`config.mk`:
```
export PLATFORM = sky130hd
export DESIGN_NAME = pipeline_ctrl
export DESIGN_NICKNAME = d
export VERILOG_FILES = /design/src/rtl/ctrl_types.sv /design/src/rtl/fwd_unit.sv /design/src/rtl/pipeline_ctrl.sv
export SDC_FILE = /design/constraint.sdc
export NUM_CORES = 1
export LEC_CHECK = 0
export CAP_MARGIN = 30
export CORE_MARGIN = 8
export CORE_UTILIZATION = 40
export CTS_BUF_LIST = sky130_fd_sc_hd__clkbuf_8
export CTS_CLUSTER_DIAMETER = 30
export DETAILED_ROUTE_END_ITERATION = 10
export PLACE_DENSITY = 0.78
export RECOVER_POWER = 100
export REMOVE_ABC_BUFFERS = 1
export SYNTH_ARGS = -nofsm -noshare
export SYNTH_HDL_FRONTEND = slang
export SYNTH_SLANG_ARGS = --single-unit
```
`constraint.sdc`:
```
create_clock -name clk -period 2.8 [get_ports clk]
set_clock_uncertainty 0.05 [all_clocks]
set_input_delay 0.84 -clock clk [delete_from_list [all_inputs] [get_ports clk]]
set_output_delay 0.84 -clock clk [all_outputs]
set_load 0.1 [all_outputs]
```
`src/rtl/ctrl_types.sv`:
```
// rtl/ctrl_types.sv - shared types for the pipeline stall/flush/forward controller
package ctrl_types;

    typedef enum logic [1:0] {
        RUN    = 2'd0,
        WAIT   = 2'd1,
        D_DONE = 2'd2,
        I_DONE = 2'd3
    } mem_state_t;

    typedef enum logic [1:0] {
        FWD_RF    = 2'd0,
        FWD_EXMEM = 2'd1,
        FWD_WB    = 2'd2
    } fwd_sel_t;

    // The youngest producer wins, so EX/MEM beats MEM/WB when both match.
    function automatic fwd_sel_t fwd_pick(input logic exmem_hit, input logic memwb_hit);
        if (exmem_hit) begin
            return FWD_EXMEM;
        end
        if (memwb_hit) begin
            return FWD_WB;
        end
        return FWD_RF;
    endfunction

endpackage

```
`src/rtl/fwd_unit.sv`:
```
// rtl/fwd_unit.sv - combinational operand forwarding select and RAW hazard compare
module fwd_unit
    import ctrl_types::*;
#(
    parameter int REG_W      = 5,
    parameter bit ENABLE_FWD = 1'b1
) (
    input  logic [REG_W-1:0] id_rs1,
    input  logic [REG_W-1:0] id_rs2,
    input  logic             id_use_rs1,
    input  logic             id_use_rs2,
    input  logic [REG_W-1:0] idex_rs1,
    input  logic [REG_W-1:0] idex_rs2,
    input  logic [REG_W-1:0] idex_rd,
    input  logic [REG_W-1:0] exmem_rd,
    input  logic [REG_W-1:0] memwb_rd,
    input  logic             idex_wr,
    input  logic             exmem_wr,
    input  logic             memwb_wr,
    input  logic             idex_is_load,
    output fwd_sel_t         fwd_a,
    output fwd_sel_t         fwd_b,
    output logic             hazard
);

    logic exmem_live;
    logic memwb_live;
    logic idex_live;
    logic rs1_live;
    logic rs2_live;
    logic a_exmem;
    logic a_memwb;
    logic b_exmem;
    logic b_memwb;
    logic load_use;
    logic raw_any;

    assign exmem_live = exmem_wr && (exmem_rd != '0);
    assign memwb_live = memwb_wr && (memwb_rd != '0);
    assign idex_live  = idex_wr && (idex_rd != '0);

    assign a_exmem = exmem_live && (exmem_rd == idex_rs1);
    assign a_memwb = memwb_live && (memwb_rd == idex_rs1);
    assign b_exmem = exmem_live && (exmem_rd == idex_rs2);
    assign b_memwb = memwb_live && (memwb_rd == idex_rs2);

    assign rs1_live = id_use_rs1 && (id_rs1 != '0);
    assign rs2_live = id_use_rs2 && (id_rs2 != '0);

    // Loaded data only exists after MEM, so even with forwarding the consumer must wait one cycle.
    assign load_use = idex_is_load && (idex_rd != '0) &&
                      ((rs1_live && (id_rs1 == idex_rd)) || (rs2_live && (id_rs2 == idex_rd)));

    // Without forwarding a source is unsafe until its producer has retired out of WB.
    assign raw_any = (rs1_live && ((idex_live  && (idex_rd  == id_rs1)) ||
                                   (exmem_live && (exmem_rd == id_rs1)) ||
                                   (memwb_live && (memwb_rd == id_rs1)))) ||
                     (rs2_live && ((idex_live  && (idex_rd  == id_rs2)) ||
                                   (exmem_live && (exmem_rd == id_rs2)) ||
                                   (memwb_live && (memwb_rd == id_rs2))));

    always_comb begin
        fwd_a  = FWD_RF;
        fwd_b  = FWD_RF;
        hazard = 1'b0;
        if (ENABLE_FWD) begin
            fwd_a  = fwd_pick(a_exmem, a_memwb);
            fwd_b  = fwd_pick(b_exmem, b_memwb);
            hazard = load_use;
        end else begin
            hazard = raw_any;
        end
    end

endmodule

```
`src/rtl/pipeline_ctrl.sv`:
```
// rtl/pipeline_ctrl.sv - stall, flush and forwarding controller for the 5-stage RV32I pipeline
module pipeline_ctrl
    import ctrl_types::*;
#(
    parameter int XLEN       = 32,
    parameter int REG_W      = 5,
    parameter bit ENABLE_FWD = 1'b1,
    parameter int CNT_W      = 32
) (
    input  logic             clk,
    input  logic             rst,
    input  logic             icache_resp,
    input  logic [XLEN-1:0]  icache_rdata,
    input  logic             dcache_resp,
    input  logic [XLEN-1:0]  dcache_rdata,
    input  logic             mem_op,
    input  logic [REG_W-1:0] id_rs1,
    input  logic [REG_W-1:0] id_rs2,
    input  logic             id_use_rs1,
    input  logic             id_use_rs2,
    input  logic [REG_W-1:0] idex_rs1,
    input  logic [REG_W-1:0] idex_rs2,
    input  logic [REG_W-1:0] idex_rd,
    input  logic [REG_W-1:0] exmem_rd,
    input  logic [REG_W-1:0] memwb_rd,
    input  logic             idex_wr,
    input  logic             exmem_wr,
    input  logic             memwb_wr,
    input  logic             idex_is_load,
    input  logic             redirect,
    output logic             icache_req,
    output logic             dcache_req,
    output logic [XLEN-1:0]  if_rdata,
    output logic [XLEN-1:0]  mem_rdata,
    output logic             pc_load,
    output logic             ifid_load,
    output logic             idex_load,
    output logic             exmem_load,
    output logic             memwb_load,
    output logic             ifid_flush,
    output logic             idex_flush,
    output logic             exmem_flush,
    output logic [1:0]       fwd_a,
    output logic [1:0]       fwd_b,
    output logic [CNT_W-1:0] stall_cycles,
    output logic [CNT_W-1:0] flush_count
);

    mem_state_t      state;
    mem_state_t      state_nx;
    logic [XLEN-1:0] i_hold;
    logic [XLEN-1:0] d_hold;
    logic            i_latch;
    logic            d_latch;
    logic            d_ok;
    logic            mem_stall;
    logic            hazard;
    logic            count_stall;
    logic            count_flush;
    fwd_sel_t        fwd_a_sel;
    fwd_sel_t        fwd_b_sel;

    fwd_unit #(
        .REG_W      (REG_W),
        .ENABLE_FWD (ENABLE_FWD)
    ) u_fwd (
        .id_rs1       (id_rs1),
        .id_rs2       (id_rs2),
        .id_use_rs1   (id_use_rs1),
        .id_use_rs2   (id_use_rs2),
        .idex_rs1     (idex_rs1),
        .idex_rs2     (idex_rs2),
        .idex_rd      (idex_rd),
        .exmem_rd     (exmem_rd),
        .memwb_rd     (memwb_rd),
        .idex_wr      (idex_wr),
        .exmem_wr     (exmem_wr),
        .memwb_wr     (memwb_wr),
        .idex_is_load (idex_is_load),
        .fwd_a        (fwd_a_sel),
        .fwd_b        (fwd_b_sel),
        .hazard       (hazard)
    );

    always_ff @(posedge clk) begin
        if (!rst) begin
            state        <= RUN;
            i_hold       <= '0;
            d_hold       <= '0;
            stall_cycles <= '0;
            flush_count  <= '0;
        end else begin
            state <= state_nx;
            if (i_latch) begin
                i_hold <= icache_rdata;
            end
            if (d_latch) begin
                d_hold <= dcache_rdata;
            end
            if (count_stall) begin
                stall_cycles <= stall_cycles + CNT_W'(1);
            end
            if (count_flush) begin
                flush_count <= flush_count + CNT_W'(1);
            end
        end
    end

    // The pipeline is frozen while not in RUN, so mem_op is stable and tells whether a dcache access is owed.
    assign d_ok = !mem_op || dcache_resp;

    always_comb begin
        state_nx = state;
        i_latch  = 1'b0;
        d_latch  = 1'b0;
        case (state)
            RUN, WAIT: begin
                if (icache_resp && d_ok) begin
                    state_nx = RUN;
                end else if (icache_resp) begin
                    state_nx = I_DONE;
                    i_latch  = 1'b1;
                end else if (mem_op && dcache_resp) begin
                    state_nx = D_DONE;
                    d_latch  = 1'b1;
                end else begin
                    state_nx = WAIT;
                end
            end
            D_DONE: begin
                if (icache_resp) begin
                    state_nx = RUN;
                end
            end
            I_DONE: begin
                if (dcache_resp) begin
                    state_nx = RUN;
                end
            end
            default: state_nx = RUN;
        endcase
    end

    assign mem_stall = (state_nx != RUN);

    always_comb begin
        icache_req  = (state != I_DONE);
        dcache_req  = mem_op && (state != D_DONE);
        pc_load     = 1'b1;
        ifid_load   = 1'b1;
        idex_load   = 1'b1;
        exmem_load  = 1'b1;
        memwb_load  = 1'b1;
        ifid_flush  = 1'b0;
        idex_flush  = 1'b0;
        exmem_flush = 1'b0;
        fwd_a       = fwd_a_sel;
        fwd_b       = fwd_b_sel;
        count_stall = 1'b0;
        count_flush = 1'b0;
        if (!rst) begin
            icache_req = 1'b1;
            dcache_req = 1'b0;
            fwd_a      = FWD_RF;
            fwd_b      = FWD_RF;
        end else if (mem_stall) begin
            pc_load     = 1'b0;
            ifid_load   = 1'b0;
            idex_load   = 1'b0;
            exmem_load  = 1'b0;
            memwb_load  = 1'b0;
            count_stall = 1'b1;
        end else if (redirect) begin
            ifid_flush  = 1'b1;
            idex_flush  = 1'b1;
            exmem_flush = 1'b1;
            count_flush = 1'b1;
        end else if (hazard) begin
            pc_load     = 1'b0;
            ifid_load   = 1'b0;
            idex_flush  = 1'b1;
            count_stall = 1'b1;
        end
    end

    assign if_rdata  = (rst && (state == I_DONE)) ? i_hold : icache_rdata;
    assign mem_rdata = (rst && (state == D_DONE)) ? d_hold : dcache_rdata;

endmodule

```
==> results of run 1 <==
[synth_stat cells (all sizes together)]
cell | number | area [µm²]
or3 | 10 | 62.6
xnor2 | 21 | 184
clkbuf | 38 | 143
nand3b | 1 | 7.51
buf | 16 | 131
o21a | 1 | 7.51
a211o | 1 | 8.76
o31ai | 20 | 150
or4b | 1 | 10.0
xor2 | 33 | 289
dfxtp | 130 | 2600
nor3 | 10 | 60.1
o211ai | 8 | 60.1
o21ai | 13 | 68.8
or2 | 4 | 25.0
and2 | 5 | 31.3
a21o | 1 | 7.51
nand4 | 16 | 100
a21oi | 99 | 495
a211oi | 3 | 27.5
a221oi | 1 | 15.0
o2111ai | 3 | 32.5
ha | 2 | 25.0
and3 | 9 | 56.3
nand2 | 164 | 616
mux2i | 7 | 82.6
nor4b | 1 | 15.0
o41ai | 1 | 8.76
and4 | 7 | 61.3
inv | 7 | 26.3
nand2b | 7 | 43.8
nor2 | 38 | 143
mux2 | 64 | 721
nor2b | 3 | 18.8
a21boi | 1 | 7.51
or4 | 23 | 176
o211a | 2 | 20.0
nor4 | 6 | 50.0
nand3 | 29 | 155
[per-stage QoR]
| stage | hold slack, ps | util [%] | TNS, ps | cells |
|---|---|---|---|---|
| after CTS | 408 | 70.0 | -7480 | 1337 |
| final | 406 | 69.0 | -13030 | 1342 |
| after floorplan | 384 | - | -121270 | 752 |
| after global routing | 419 | 69.0 | -17730 | 1342 |
| after global placement | 390 | 63.5 | -50790 | 1290 |
| after detailed placement | 396 | 63.5 | -53330 | 1290 |
[layout by cell type, fill, tap and decap left out, drive strengths merged, types with 29 or more instances in the layout]
cell,n
nand2,164
mux2,64
buf,179
nor2,38
clkdlybuf4s50,67
dfxtp,130
nand3,29
a21oi,99
clkbuf,94
xor2,33
[state kept, by name, indices dropped and copies added, names as in the netlist]
| name | flops |
|---|---|
| d_hold | 32 |
| flush_count | 32 |
| i_hold | 32 |
| stall_cycles | 32 |
| state | 2 |
[power by group]
group / internal (mW) / total [mW] / switching [mW]
Clock: 0.808 / 1.59 / 0.778
Combinational: 0.634 / 1.55 / 0.911
Sequential: 1.88 / 1.91 / 0.0265
Total: 3.33 / 5.04 / 1.72
[logic make-up after synthesis]
group	after synthesis	synth area share [%]
AOI/OAI and AO/OA	154	13.5
adders and majority gates	2	0.371
muxes	71	11.9
buffers and inverters	61	4.45
and+or+nand+nor	334	24.2
xor gates and xnor gates	54	7.01
DFF	130	38.6
[per-layer routing]
| layer | vias up | track usage, % |
|---|---|---|
| met5 | - | 0 |
| met1 | 3444 | 24.9 |
| li1 | 3448 | - |
| met3 | 53 | 6.44 |
| met4 | 0 | 12.2 |
| met2 | 266 | 40.0 |
[worst max-delay path, stage by stage]
cell	delay [ps]
buf_8	100
xor2_2	170
nor4_2	320
and3_1	220
o21a_1	190
o211ai_1	110
buf_4	180
buf_12	160
[timing repair]
action                                  CTS  global route
endpoints found under the setup margin   77            77
resized for setup                       263            24
setup buffers                            11             5
pin swaps                                37            22
gates cloned                              6             0
[path summary, 6_finish.rpt]
kind | startpoint | end | slack [ps]
min reg2reg | d_hold[3] | d_hold[3] | 410
max | idex_rd[1] | ifid_load | -390
min | d_hold[3] | d_hold[3] | 410
max reg2reg | state[1] | flush_count[21] | 280
[final cells by class]
cell class                      count  area, µm²  area share, %
Clock inverter                     14        140           1.23
Antenna cell                        2       5.00         0.0439
Sequential cell                   130       2610           22.9
Inverter                            7       31.3          0.274
Tap cell                          220        275           2.41
Clock buffer                       18        248           2.17
Multi-Input combinational cell    615       4320           37.9
Timing Repair Buffer              336       3780           33.1
==> flow_summary.html, run 1 <==
<table>
<tr><th>Metric</th><th>Value</th></tr>
<tr><th colspan="2">Status</th></tr>
<tr><td>Run status</td><td>finished, violations left</td></tr>
<tr><td>Violated checks</td><td>setup timing</td></tr>
<tr><th colspan="2">Synth</th></tr>
<tr><td>Avg Inst Size Synth</td><td>8.37 µm²</td></tr>
<tr><td>Netlist cell types</td><td>53</td></tr>
<tr><td>Cell area after synthesis</td><td>6750 µm²</td></tr>
<tr><td>Syn Inst Count</td><td>806</td></tr>
<tr><td>Number of synthesis warnings</td><td>0</td></tr>
<tr><td>Flip-flop and latch count after synthesis</td><td>130</td></tr>
<tr><td>Part of the Yosys area used for sequential elements</td><td>38.6%</td></tr>
<tr><th colspan="2">Setup path</th></tr>
<tr><td>Data arrival time of the critical path</td><td>2300 ps</td></tr>
<tr><td>Path depth of the worst reg2reg path</td><td>9</td></tr>
<tr><td>Biggest fanout along the worst timing path</td><td>3</td></tr>
<tr><td>Endpoint type of the worst setup path</td><td>output port</td></tr>
<tr><td>Type of the worst setup path</td><td>input pin to output port</td></tr>
<tr><td>WP data required</td><td>1910 ps</td></tr>
<tr><td>Startpoint class of the critical path</td><td>input pin</td></tr>
<tr><th colspan="2">Floorplanning</th></tr>
<tr><td>Placeable Area</td><td>16,500 µm²</td></tr>
<tr><td>Effective utilization at floorplan</td><td>40.8%</td></tr>
<tr><td>Standard-cell row count</td><td>47</td></tr>
<tr><td>Top-Level Pins</td><td>253</td></tr>
<tr><td>Die Height</td><td>146 µm</td></tr>
<tr><td>Full die area</td><td>21,300 µm²</td></tr>
<tr><td>Die width</td><td>146 µm</td></tr>
<tr><th colspan="2">Drt</th></tr>
<tr><td>Highest routed layer</td><td>met4</td></tr>
<tr><td>Met3 wirelength from detailed routing</td><td>1670 µm</td></tr>
<tr><td>Detailed-route vias per instance</td><td>5.37</td></tr>
<tr><td>Drt first-iter violations</td><td>401</td></tr>
<tr><td>Total Wirelength</td><td>25,400 µm</td></tr>
<tr><td>Antenna-violating nets left</td><td>0</td></tr>
<tr><td>Met1 Routed Length</td><td>9880 µm</td></tr>
<tr><td>Drt first pass iters</td><td>5</td></tr>
<tr><td>Total via count after detailed routing</td><td>7,211</td></tr>
<tr><td>Routed wire length per instance</td><td>18.9 µm</td></tr>
<tr><td>Detailed route wirelength on metal2</td><td>12,900 µm</td></tr>
<tr><td>Post-route DRC violation count</td><td>0</td></tr>
<tr><th colspan="2">Timing</th></tr>
<tr><td>Min cycle time layout</td><td>3190 ps</td></tr>
<tr><td>Setup Viol. Count Final</td><td>77</td></tr>
<tr><td>Final hold violation count</td><td>0</td></tr>
<tr><td>Min setup slack post-route</td><td>-388 ps</td></tr>
<tr><td>Relative slew slack</td><td>56.0%</td></tr>
<tr><td>Measured slew at the worst slew-check pin</td><td>660 ps</td></tr>
<tr><td>Maximum achievable frequency</td><td>314 MHz</td></tr>
<tr><td>Number of pins exceeding their max-slew limit in the final report</td><td>0</td></tr>
<tr><td>Final period util</td><td>114%</td></tr>
<tr><td>Setup repair after global routing missed its margin</td><td>yes</td></tr>
<tr><th colspan="2">Final layout</th></tr>
<tr><td>Number of nets in the layout</td><td>1,220</td></tr>
<tr><td>Syn-to-layout area delta</td><td>69.1%</td></tr>
<tr><td>Non-Filler Cell Area, Final</td><td>11,400 µm²</td></tr>
<tr><td>Fraction of final layout cells with drive strength greater than 1</td><td>35.3%</td></tr>
<tr><td>Number of inserted filler cells in the final layout</td><td>1,277</td></tr>
<tr><th colspan="2">CTS</th></tr>
<tr><td>Clock Pin Slew Worst Setup and Hold Paths</td><td>70 ps</td></tr>
<tr><td>Clk_lat worst skew</td><td>450 ps</td></tr>
<tr><td>Maximum clock insertion buffer count</td><td>2</td></tr>
<tr><td>TritonCTS clock tree</td><td>yes</td></tr>
<tr><td>Number of hold buffers added after cts</td><td>0</td></tr>
<tr><td>Root buffer cell</td><td>clkbuf_8</td></tr>
<tr><td>Total CTS buffers</td><td>17</td></tr>
<tr><td>TritonCTS Sinks</td><td>130</td></tr>
<tr><td>H-tree depth reported by CTS</td><td>4</td></tr>
<tr><th colspan="2">Global routing</th></tr>
<tr><td>Gr ovfl total</td><td>0</td></tr>
<tr><td>Number of antenna violations at the first check in global routing</td><td>2</td></tr>
<tr><td>Largest net degree at the start of global routing</td><td>53</td></tr>
<tr><td>Wire length of the first global-routing pass</td><td>39,600 µm</td></tr>
<tr><td>Vias in the first global route</td><td>7,422</td></tr>
<tr><td>Total routing resource utilization after global routing</td><td>23.0%</td></tr>
<tr><th colspan="2">Hold path</th></tr>
<tr><td>Path class of the lowest-slack min-delay path</td><td>flop to flop</td></tr>
<tr><td>Number of cells on the worst hold path</td><td>2</td></tr>
<tr><th colspan="2">Placement</th></tr>
<tr><td>DP HPWL</td><td>16,900 µm</td></tr>
<tr><td>Placed cell area</td><td>10,500 µm²</td></tr>
<tr><td>IO Port Bufs</td><td>251</td></tr>
<tr><td>Routability congestion estimate</td><td>0.838</td></tr>
<tr><td>Dpl ws</td><td>-885 ps</td></tr>
<tr><th colspan="2">Job</th></tr>
<tr><td>Number of max-cap violations</td><td>0</td></tr>
<tr><th colspan="2">Power</th></tr>
<tr><td>Cell Pwr Density</td><td>442 nW/µm²</td></tr>
<tr><td>Leakage Power</td><td>4.72 nW</td></tr>
<tr><td>Power, Total</td><td>5.04 mW</td></tr>
<tr><td>Peak ir drop on the vdd network</td><td>0.323 mV</td></tr>
</table>
(Power assumes the default switching activity.)
==> run 2: changes to the inputs <==
--- a/config.mk
+++ b/config.mk
@@ -6,12 +6,14 @@
 export NUM_CORES = 1
 export LEC_CHECK = 0
 export CAP_MARGIN = 30
+export CELL_PAD_IN_SITES_DETAIL_PLACEMENT = 0
+export CELL_PAD_IN_SITES_GLOBAL_PLACEMENT = 1
 export CORE_MARGIN = 8
-export CORE_UTILIZATION = 40
+export CORE_UTILIZATION = 30
 export CTS_BUF_LIST = sky130_fd_sc_hd__clkbuf_8
 export CTS_CLUSTER_DIAMETER = 30
 export DETAILED_ROUTE_END_ITERATION = 10
-export PLACE_DENSITY = 0.78
+export PLACE_DENSITY = 0.81
 export RECOVER_POWER = 100
 export REMOVE_ABC_BUFFERS = 1
 export SYNTH_ARGS = -nofsm -noshare
==> flow_summary.html, run 2 (synthesized netlist as in run 1, its figures left out) <==
<table>
<tr><th>Metric</th><th>Value</th></tr>
<tr><th colspan="2">Setup path</th></tr>
<tr><td>Startpoint class of the critical path</td><td>input pin</td></tr>
<tr><td>CP max-delay cell</td><td>nor4_2</td></tr>
<tr><td>Worst path buffer plus inverter count</td><td>3 (unchanged)</td></tr>
<tr><td>Reg2Reg Launch Point</td><td>state[0]</td></tr>
<tr><td>Kind of cell adding the most delay to the critical path</td><td>simple AND/OR/NAND/NOR gates</td></tr>
<tr><td>Type of the worst setup path</td><td>input pin to output port</td></tr>
<tr><td>Reg2Reg Setup Slack</td><td>350 ps (+70 ps)</td></tr>
<tr><td>Biggest fanout along the worst timing path</td><td>2 (-1)</td></tr>
<tr><td>Path depth of the worst reg2reg path</td><td>10 (+1)</td></tr>
<tr><td>WP data required</td><td>1910 ps (about the same)</td></tr>
<tr><td>Ordered cell list for the critical path</td><td>buf_8 &gt; xor2_2 &gt; nor4_2 &gt; and3_1 &gt; o21a_1 &gt; buf_6 &gt; o211a_1 &gt; buf_12</td></tr>
<tr><td>Data arrival time of the critical path</td><td>2240 ps (-60 ps)</td></tr>
<tr><td>Largest stage delay on the critical path</td><td>310 ps (about the same)</td></tr>
<tr><td>Critical R2R Capture</td><td>flush_count[24]</td></tr>
<tr><td>Endpoint type of the worst setup path</td><td>output port</td></tr>
<tr><th colspan="2">Global routing</th></tr>
<tr><td>Largest net degree at the start of global routing</td><td>65 (+23%)</td></tr>
<tr><td>Number of antenna violations at the first check in global routing</td><td>0 (-2)</td></tr>
<tr><td>Vias in the first global route</td><td>6,951 (-6.3%)</td></tr>
<tr><td>Wire length of the first global-routing pass</td><td>38,000 µm (-3.8%)</td></tr>
<tr><td>Total routing resource utilization after global routing</td><td>16.9% (-6.1 points)</td></tr>
<tr><td>Gr ovfl total</td><td>0 (unchanged)</td></tr>
<tr><th colspan="2">Final layout</th></tr>
<tr><td>Most used cells in the layout excluding fill and tap cells</td><td>nand2_1, dfxtp_1, a21oi_1</td></tr>
<tr><td>Number of nets in the layout</td><td>1,213 (-0.57%)</td></tr>
<tr><td>Syn-to-layout area delta</td><td>67.7%</td></tr>
<tr><td>Number of inserted filler cells in the final layout</td><td>2,073 (+62%)</td></tr>
<tr><td>Sequential cell area</td><td>2610 µm² (+0.14%)</td></tr>
<tr><td>Fraction of final layout cells with drive strength greater than 1</td><td>34.2% (-1.0 points)</td></tr>
<tr><td>Final design utilization</td><td>50.6% (-18 points)</td></tr>
<tr><td>Leading cell type in the layout, fill and taps excluded</td><td>nand2_1</td></tr>
<tr><td>Total inserted antenna cells</td><td>0 (-2)</td></tr>
<tr><td>Area of the multi-input gates</td><td>4260 µm² (-1.3%)</td></tr>
<tr><th colspan="2">Timing</th></tr>
<tr><td>Min cycle time layout</td><td>3130 ps (-53.1 ps)</td></tr>
<tr><td>Setup Viol. Count Final</td><td>44 (-43%)</td></tr>
<tr><td>Relative slew slack</td><td>48.4% (-7.6 points)</td></tr>
<tr><td>Number of pins exceeding their max-slew limit in the final report</td><td>0 (unchanged)</td></tr>
<tr><td>Final period util</td><td>112% (-1.9 points)</td></tr>
<tr><td>Setup repair after global routing missed its margin</td><td>yes</td></tr>
<tr><td>Maximum achievable frequency</td><td>319 MHz (+1.7%)</td></tr>
<tr><td>Worst hold slack across all endpoints</td><td>407 ps (+0.808 ps)</td></tr>
<tr><td>Measured slew at the worst slew-check pin</td><td>774 ps (+114 ps)</td></tr>
<tr><td>Final hold violation count</td><td>0 (unchanged)</td></tr>
<tr><td>Min setup slack post-route</td><td>-335 ps (+53.1 ps)</td></tr>
<tr><th colspan="2">Floorplanning</th></tr>
<tr><td>Effective utilization at floorplan</td><td>30.2% (-11 points)</td></tr>
<tr><td>Die Height</td><td>166 µm (+14%)</td></tr>
<tr><td>Placeable Area</td><td>22,400 µm² (+35%)</td></tr>
<tr><td>Full die area</td><td>27,500 µm² (+29%)</td></tr>
<tr><td>Top-Level Pins</td><td>253 (unchanged)</td></tr>
<tr><td>Standard-cell row count</td><td>55 (+17%)</td></tr>
<tr><td>Die width</td><td>166 µm (+14%)</td></tr>
<tr><th colspan="2">CTS</th></tr>
<tr><td>H-tree depth reported by CTS</td><td>4 (unchanged)</td></tr>
<tr><td>TritonCTS Sinks</td><td>130 (unchanged)</td></tr>
<tr><td>TritonCTS clock tree</td><td>yes</td></tr>
<tr><td>Number of hold buffers added after cts</td><td>0 (unchanged)</td></tr>
<tr><td>Root buffer cell</td><td>clkbuf_8</td></tr>
<tr><td>Clk_lat worst skew</td><td>430 ps (-20 ps)</td></tr>
<tr><td>Total CTS buffers</td><td>17 (unchanged)</td></tr>
<tr><td>Maximum clock insertion buffer count</td><td>2 (unchanged)</td></tr>
<tr><td>Clock Pin Slew Worst Setup and Hold Paths</td><td>80 ps (about the same)</td></tr>
<tr><th colspan="2">Power</th></tr>
<tr><td>Power, Total</td><td>5.14 mW (+2.0%)</td></tr>
<tr><td>Leakage Power</td><td>4.58 nW (-3.1%)</td></tr>
<tr><td>Cell Pwr Density</td><td>454 nW/µm² (+2.8%)</td></tr>
<tr><td>Peak ir drop on the vdd network</td><td>0.258 mV (-20%)</td></tr>
<tr><th colspan="2">Drt</th></tr>
<tr><td>Detailed-route vias per instance</td><td>4.95 (-7.9%)</td></tr>
<tr><td>Drt first-iter violations</td><td>359 (-10%)</td></tr>
<tr><td>Post-route DRC violation count</td><td>0 (unchanged)</td></tr>
<tr><td>Routed wire length per instance</td><td>17.3 µm (-8.6%)</td></tr>
<tr><td>Antenna-violating nets left</td><td>0 (unchanged)</td></tr>
<tr><td>Drt first pass iters</td><td>4 (-1)</td></tr>
<tr><td>Total via count after detailed routing</td><td>6,916 (-4.1%)</td></tr>
<tr><td>Total Wirelength</td><td>24,200 µm (-4.8%)</td></tr>
<tr><th colspan="2">Status</th></tr>
<tr><td>Run status</td><td>finished, violations left</td></tr>
<tr><td>Violated checks</td><td>setup timing</td></tr>
<tr><th colspan="2">Placement</th></tr>
<tr><td>IO Port Bufs</td><td>251 (unchanged)</td></tr>
<tr><td>Routability congestion estimate</td><td>0.842 (+0.49%)</td></tr>
<tr><td>DP HPWL</td><td>16,900 µm (-0.37%)</td></tr>
<tr><th colspan="2">Hold path</th></tr>
<tr><td>Hold Crit Endpoint</td><td>d_hold[19]</td></tr>
<tr><td>Number of cells on the worst hold path</td><td>2 (unchanged)</td></tr>
<tr><td>Startpoint of the worst hold path</td><td>d_hold[19]</td></tr>
<tr><td>Path class of the lowest-slack min-delay path</td><td>flop to flop</td></tr>
<tr><th colspan="2">Job</th></tr>
<tr><td>Number of max-cap violations</td><td>0 (unchanged)</td></tr>
</table>
[run 2: cell count changes in the layout (fill, tap and decap cells not counted), moves of 4 or more]
| cell | delta |
|---|---|
| buf_12 | -4 |
| buf_2 | -7 |
| clkinv_2 | -4 |
| inv_6 | +5 |
| mux2_2 | +17 |
| mux2_4 | -17 |
[run 2: repair_timing]
action,in CTS,in global routing
cloned,6,0
setup endpoints to repair,78,76
resized for setup,204,41
pin swaps,38,24
buffers inserted,10,2
[run 2: layout make-up]
| class | count | share of cell area, % |
|---|---|---|
| Timing Repair Buffer | 329 | 32.1 |
| Multi-Input combinational cell | 615 | 37.7 |
| Sequential cell | 130 | 23.1 |
| Clock inverter | 15 | 1.65 |
| Clock buffer | 17 | 2.07 |
| Tap cell | 285 | 3.15 |
| Inverter | 7 | 0.254 |
[run 2: how the worst max path moves through the flow]
stage	start	to	slack, ps	cells after the start
6_report	idex_rd[1]	idex_flush	-330	8
4_1_cts	exmem_rd[4]	fwd_b[1]	-380	7
5_1_grt	idex_rd[1]	idex_flush	-410	8
3_3_place_gp	exmem_rd[0]	fwd_a[1]	-820	8
2_1_floorplan	rst	exmem_load	-3800	3
3_5_place_dp	exmem_rd[0]	fwd_a[1]	-840	8
[run 2: through the flow]
step,setup TNS (ps),setup WS (ps),area [µm²],std cells
finish,-3910,-335,11300,1398
global route,-5680,-414,11300,1398
CTS,-3470,-385,11600,1400
detailed placement,-60370,-842,10600,1355
global placement,-59050,-817,10600,1355
floorplan,-121270,-3800,6470,752
[run 2: where the power goes]
part / internal, mW / switching, mW
clock network: 0.837 / 0.897
registers: 1.88 / 0.0240
logic: 0.606 / 0.892
[run 2: worst register-to-register path, cell delays in order, from the launching register on]
cell       delay, ps
dfxtp_4          350
buf_4            150
mux2i_1          220
clkbuf_1         290
o2111ai_1        160
clkbuf_1         170
nor4_1           260
clkbuf_1         320
nand4_1          160
xor2_1           150
nor2_1            50
[run 2: routing by layer]
layer,global-route usage [%],up-vias,wire length [µm]
met1,19.3,3240,10300
met5,0,-,0
met4,7.23,0,781
met2,28.9,212,11700
met3,5.13,36,1420
li1,-,3428,-
==> run 3: changes to the inputs <==
--- a/config.mk
+++ b/config.mk
@@ -13,9 +13,11 @@
 export CTS_BUF_LIST = sky130_fd_sc_hd__clkbuf_8
 export CTS_CLUSTER_DIAMETER = 30
 export DETAILED_ROUTE_END_ITERATION = 10
+export HOLD_SLACK_MARGIN = 0.08
 export PLACE_DENSITY = 0.81
 export RECOVER_POWER = 100
 export REMOVE_ABC_BUFFERS = 1
+export SKIP_CTS_REPAIR_TIMING = 1
 export SYNTH_ARGS = -nofsm -noshare
 export SYNTH_HDL_FRONTEND = slang
 export SYNTH_SLANG_ARGS = --single-unit
==> flow_summary.html, run 3 (synthesized netlist as in run 1, its figures left out) <==
<table>
<tr><th>Metric</th><th>Value</th></tr>
<tr><th colspan="2">Status</th></tr>
<tr><td>Run status</td><td>finished, violations left</td></tr>
<tr><td>Violated checks</td><td>setup timing</td></tr>
<tr><th colspan="2">Floorplanning</th></tr>
<tr><td>Top-Level Pins</td><td>253 (unchanged)</td></tr>
<tr><td>Standard-cell row count</td><td>55 (unchanged)</td></tr>
<tr><td>Die Height</td><td>166 µm (unchanged)</td></tr>
<tr><td>Placeable Area</td><td>22,400 µm² (unchanged)</td></tr>
<tr><td>Full die area</td><td>27,500 µm² (unchanged)</td></tr>
<tr><td>Die width</td><td>166 µm (unchanged)</td></tr>
<tr><td>Effective utilization at floorplan</td><td>30.2% (unchanged)</td></tr>
<tr><th colspan="2">Hold path</th></tr>
<tr><td>Number of cells on the worst hold path</td><td>2 (unchanged)</td></tr>
<tr><td>Path class of the lowest-slack min-delay path</td><td>flop to flop</td></tr>
<tr><td>Startpoint of the worst hold path</td><td>d_hold[1]</td></tr>
<tr><td>Hold Crit Endpoint</td><td>d_hold[1]</td></tr>
<tr><th colspan="2">Global routing</th></tr>
<tr><td>Gr ovfl total</td><td>0 (unchanged)</td></tr>
<tr><td>Wire length of the first global-routing pass</td><td>35,600 µm (-6.3%)</td></tr>
<tr><td>Number of antenna violations at the first check in global routing</td><td>0 (unchanged)</td></tr>
<tr><td>Largest net degree at the start of global routing</td><td>65 (unchanged)</td></tr>
<tr><td>Total routing resource utilization after global routing</td><td>15.7% (-1.2 points)</td></tr>
<tr><td>Vias in the first global route</td><td>6,646 (-4.4%)</td></tr>
<tr><th colspan="2">CTS</th></tr>
<tr><td>Root buffer cell</td><td>clkbuf_8</td></tr>
<tr><td>H-tree depth reported by CTS</td><td>4 (unchanged)</td></tr>
<tr><td>Maximum clock insertion buffer count</td><td>2 (unchanged)</td></tr>
<tr><td>TritonCTS clock tree</td><td>yes</td></tr>
<tr><td>TritonCTS Sinks</td><td>130 (unchanged)</td></tr>
<tr><td>Clock Pin Slew Worst Setup and Hold Paths</td><td>90 ps (about the same)</td></tr>
<tr><td>Clk_lat worst skew</td><td>430 ps (about the same)</td></tr>
<tr><td>Total CTS buffers</td><td>17 (unchanged)</td></tr>
<tr><th colspan="2">Setup path</th></tr>
<tr><td>Biggest fanout along the worst timing path</td><td>3 (+1)</td></tr>
<tr><td>Largest stage delay on the critical path</td><td>270 ps (-40 ps)</td></tr>
<tr><td>CP max-delay cell</td><td>nor4_4</td></tr>
<tr><td>Ordered cell list for the critical path</td><td>buf_6 &gt; buf_6 &gt; nor4_4 &gt; buf_4 &gt; a21boi_2 &gt; o21a_1 &gt; o211ai_1 &gt; buf_4 &gt; buf_12</td></tr>
<tr><td>WP data required</td><td>1910 ps (about the same)</td></tr>
<tr><td>Data arrival time of the critical path</td><td>2270 ps (+30 ps)</td></tr>
<tr><td>Kind of cell adding the most delay to the critical path</td><td>buffers and inverters</td></tr>
<tr><td>Worst setup startpoint</td><td>idex_rd[4]</td></tr>
<tr><td>Critical R2R Capture</td><td>flush_count[21]</td></tr>
<tr><td>Reg2Reg Setup Slack</td><td>610 ps (+260 ps)</td></tr>
<tr><td>Path depth of the worst reg2reg path</td><td>9 (-1)</td></tr>
<tr><td>Startpoint class of the critical path</td><td>input pin</td></tr>
<tr><td>Endpoint type of the worst setup path</td><td>output port</td></tr>
<tr><td>Reg2Reg Launch Point</td><td>state[1]</td></tr>
<tr><td>Type of the worst setup path</td><td>input pin to output port</td></tr>
<tr><td>Worst path buffer plus inverter count</td><td>5 (+2)</td></tr>
<tr><td>Cell count along the critical path</td><td>9 (+1)</td></tr>
<tr><th colspan="2">Timing</th></tr>
<tr><td>Final hold violation count</td><td>0 (unchanged)</td></tr>
<tr><td>Setup repair after global routing missed its margin</td><td>yes</td></tr>
<tr><td>Setup Viol. Count Final</td><td>76 (+73%)</td></tr>
<tr><td>Min cycle time layout</td><td>3160 ps (+29.9 ps)</td></tr>
<tr><td>Maximum achievable frequency</td><td>316 MHz (-0.94%)</td></tr>
<tr><td>Measured slew at the worst slew-check pin</td><td>746 ps (-27.8 ps)</td></tr>
<tr><td>Final period util</td><td>113% (+1.1 points)</td></tr>
<tr><td>Final total negative setup slack</td><td>-11,650 ps (-7730 ps)</td></tr>
<tr><td>Relative slew slack</td><td>50.3% (+1.9 points)</td></tr>
<tr><td>Number of pins exceeding their max-slew limit in the final report</td><td>0 (unchanged)</td></tr>
<tr><td>Min setup slack post-route</td><td>-365 ps (-29.9 ps)</td></tr>
<tr><th colspan="2">Power</th></tr>
<tr><td>Power, Total</td><td>5.10 mW (-0.85%)</td></tr>
<tr><td>Peak ir drop on the vdd network</td><td>0.266 mV (+3.0%)</td></tr>
<tr><td>Cell Pwr Density</td><td>452 nW/µm² (-0.62%)</td></tr>
<tr><td>Leakage Power</td><td>4.61 nW (+0.71%)</td></tr>
<tr><th colspan="2">Drt</th></tr>
<tr><td>Drt first pass iters</td><td>5 (+1)</td></tr>
<tr><td>Routed wire length per instance</td><td>16.9 µm (-2.5%)</td></tr>
<tr><td>Post-route DRC violation count</td><td>0 (unchanged)</td></tr>
<tr><td>Detailed-route vias per instance</td><td>4.94 (-0.21%)</td></tr>
<tr><td>Drt first-iter violations</td><td>382 (+6.4%)</td></tr>
<tr><td>Antenna-violating nets left</td><td>0 (unchanged)</td></tr>
<tr><td>Total Wirelength</td><td>23,400 µm (-2.9%)</td></tr>
<tr><td>Total via count after detailed routing</td><td>6,867 (-0.71%)</td></tr>
<tr><th colspan="2">Placement</th></tr>
<tr><td>IO Port Bufs</td><td>251 (unchanged)</td></tr>
<tr><td>DP HPWL</td><td>16,900 µm (unchanged)</td></tr>
<tr><td>Routability congestion estimate</td><td>0.842 (unchanged)</td></tr>
<tr><td>Placed cell area</td><td>10,600 µm² (unchanged)</td></tr>
<tr><td>Dpl ws</td><td>-842 ps (unchanged)</td></tr>
<tr><th colspan="2">Final layout</th></tr>
<tr><td>Number of nets in the layout</td><td>1,206 (-0.58%)</td></tr>
<tr><td>Non-Filler Cell Area, Final</td><td>11,300 µm² (-0.23%)</td></tr>
<tr><td>Syn-to-layout area delta</td><td>67.3%</td></tr>
<tr><td>Leading cell type in the layout, fill and taps excluded</td><td>nand2_1</td></tr>
<tr><td>Most used cells in the layout excluding fill and tap cells</td><td>nand2_1, dfxtp_1, a21oi_1</td></tr>
<tr><td>Total inserted antenna cells</td><td>0 (unchanged)</td></tr>
<tr><td>Fraction of final layout cells with drive strength greater than 1</td><td>32.9% (-1.3 points)</td></tr>
<tr><th colspan="2">Job</th></tr>
<tr><td>Number of max-cap violations</td><td>0 (unchanged)</td></tr>
</table>
## run 3: changes by cell type in the layout (fill, tap and decap cells not counted), moves of 17 or more
cell and delta:
dlymetal6s2s_1 +21, buf_4 +37, mux2_2 +17, clkbuf_2 -32, mux2_4 -17
## run 3: how the worst max path moves through the flow
| stage | to |
|---|---|
| 6_report | ifid_load |
| 4_1_cts | fwd_a[1] |
| 2_1_floorplan | exmem_load |
| 3_3_place_gp | fwd_a[1] |
| 3_5_place_dp | fwd_a[1] |
| 5_1_grt | ifid_load |
## run 3: stage by stage
step / utilization (%) / hold slack [ps] / std cells
after floorplan: - / 384 / 752
after global placement: 47.3 / 390 / 1355
after detailed placement: 47.3 / 394 / 1355
after CTS: 49.1 / 408 / 1387
after global routing: 50.5 / 423 / 1391
final: 50.5 / 404 / 1391
## run 3: metal layers
layer,GRT usage (%),vias up,routed length [µm]
met5,0,-,0
met4,5.10,0,516
met3,5.04,27,1530
met2,27.0,215,11300
met1,18.3,3219,10000
li1,-,3406,-
## run 3: power breakdown
part           leakage, nW  switching (mW)  internal [mW]
clock network        0.208           0.894          0.837
registers             1.05          0.0253           1.88
logic                 3.35           0.875          0.580
## run 3: layout make-up
cell class	instances	area, µm²
fillers	2066	11100
multi-input cells	615	4160
repair buffers	322	3710
flip-flops and latches	130	2610
well taps	285	357
clock buffers	17	234
clock inverters	15	186
inverters	7	28.8
## run 3: worst register-to-register path: stages, from the launching register on
cell,delay [ps]
dfxtp_4,410
mux2i_4,260
buf_4,170
o2111ai_1,170
buf_4,190
nor4b_2,320
buf_4,200
nand4_1,110
xor2_1,150
nor2_1,50
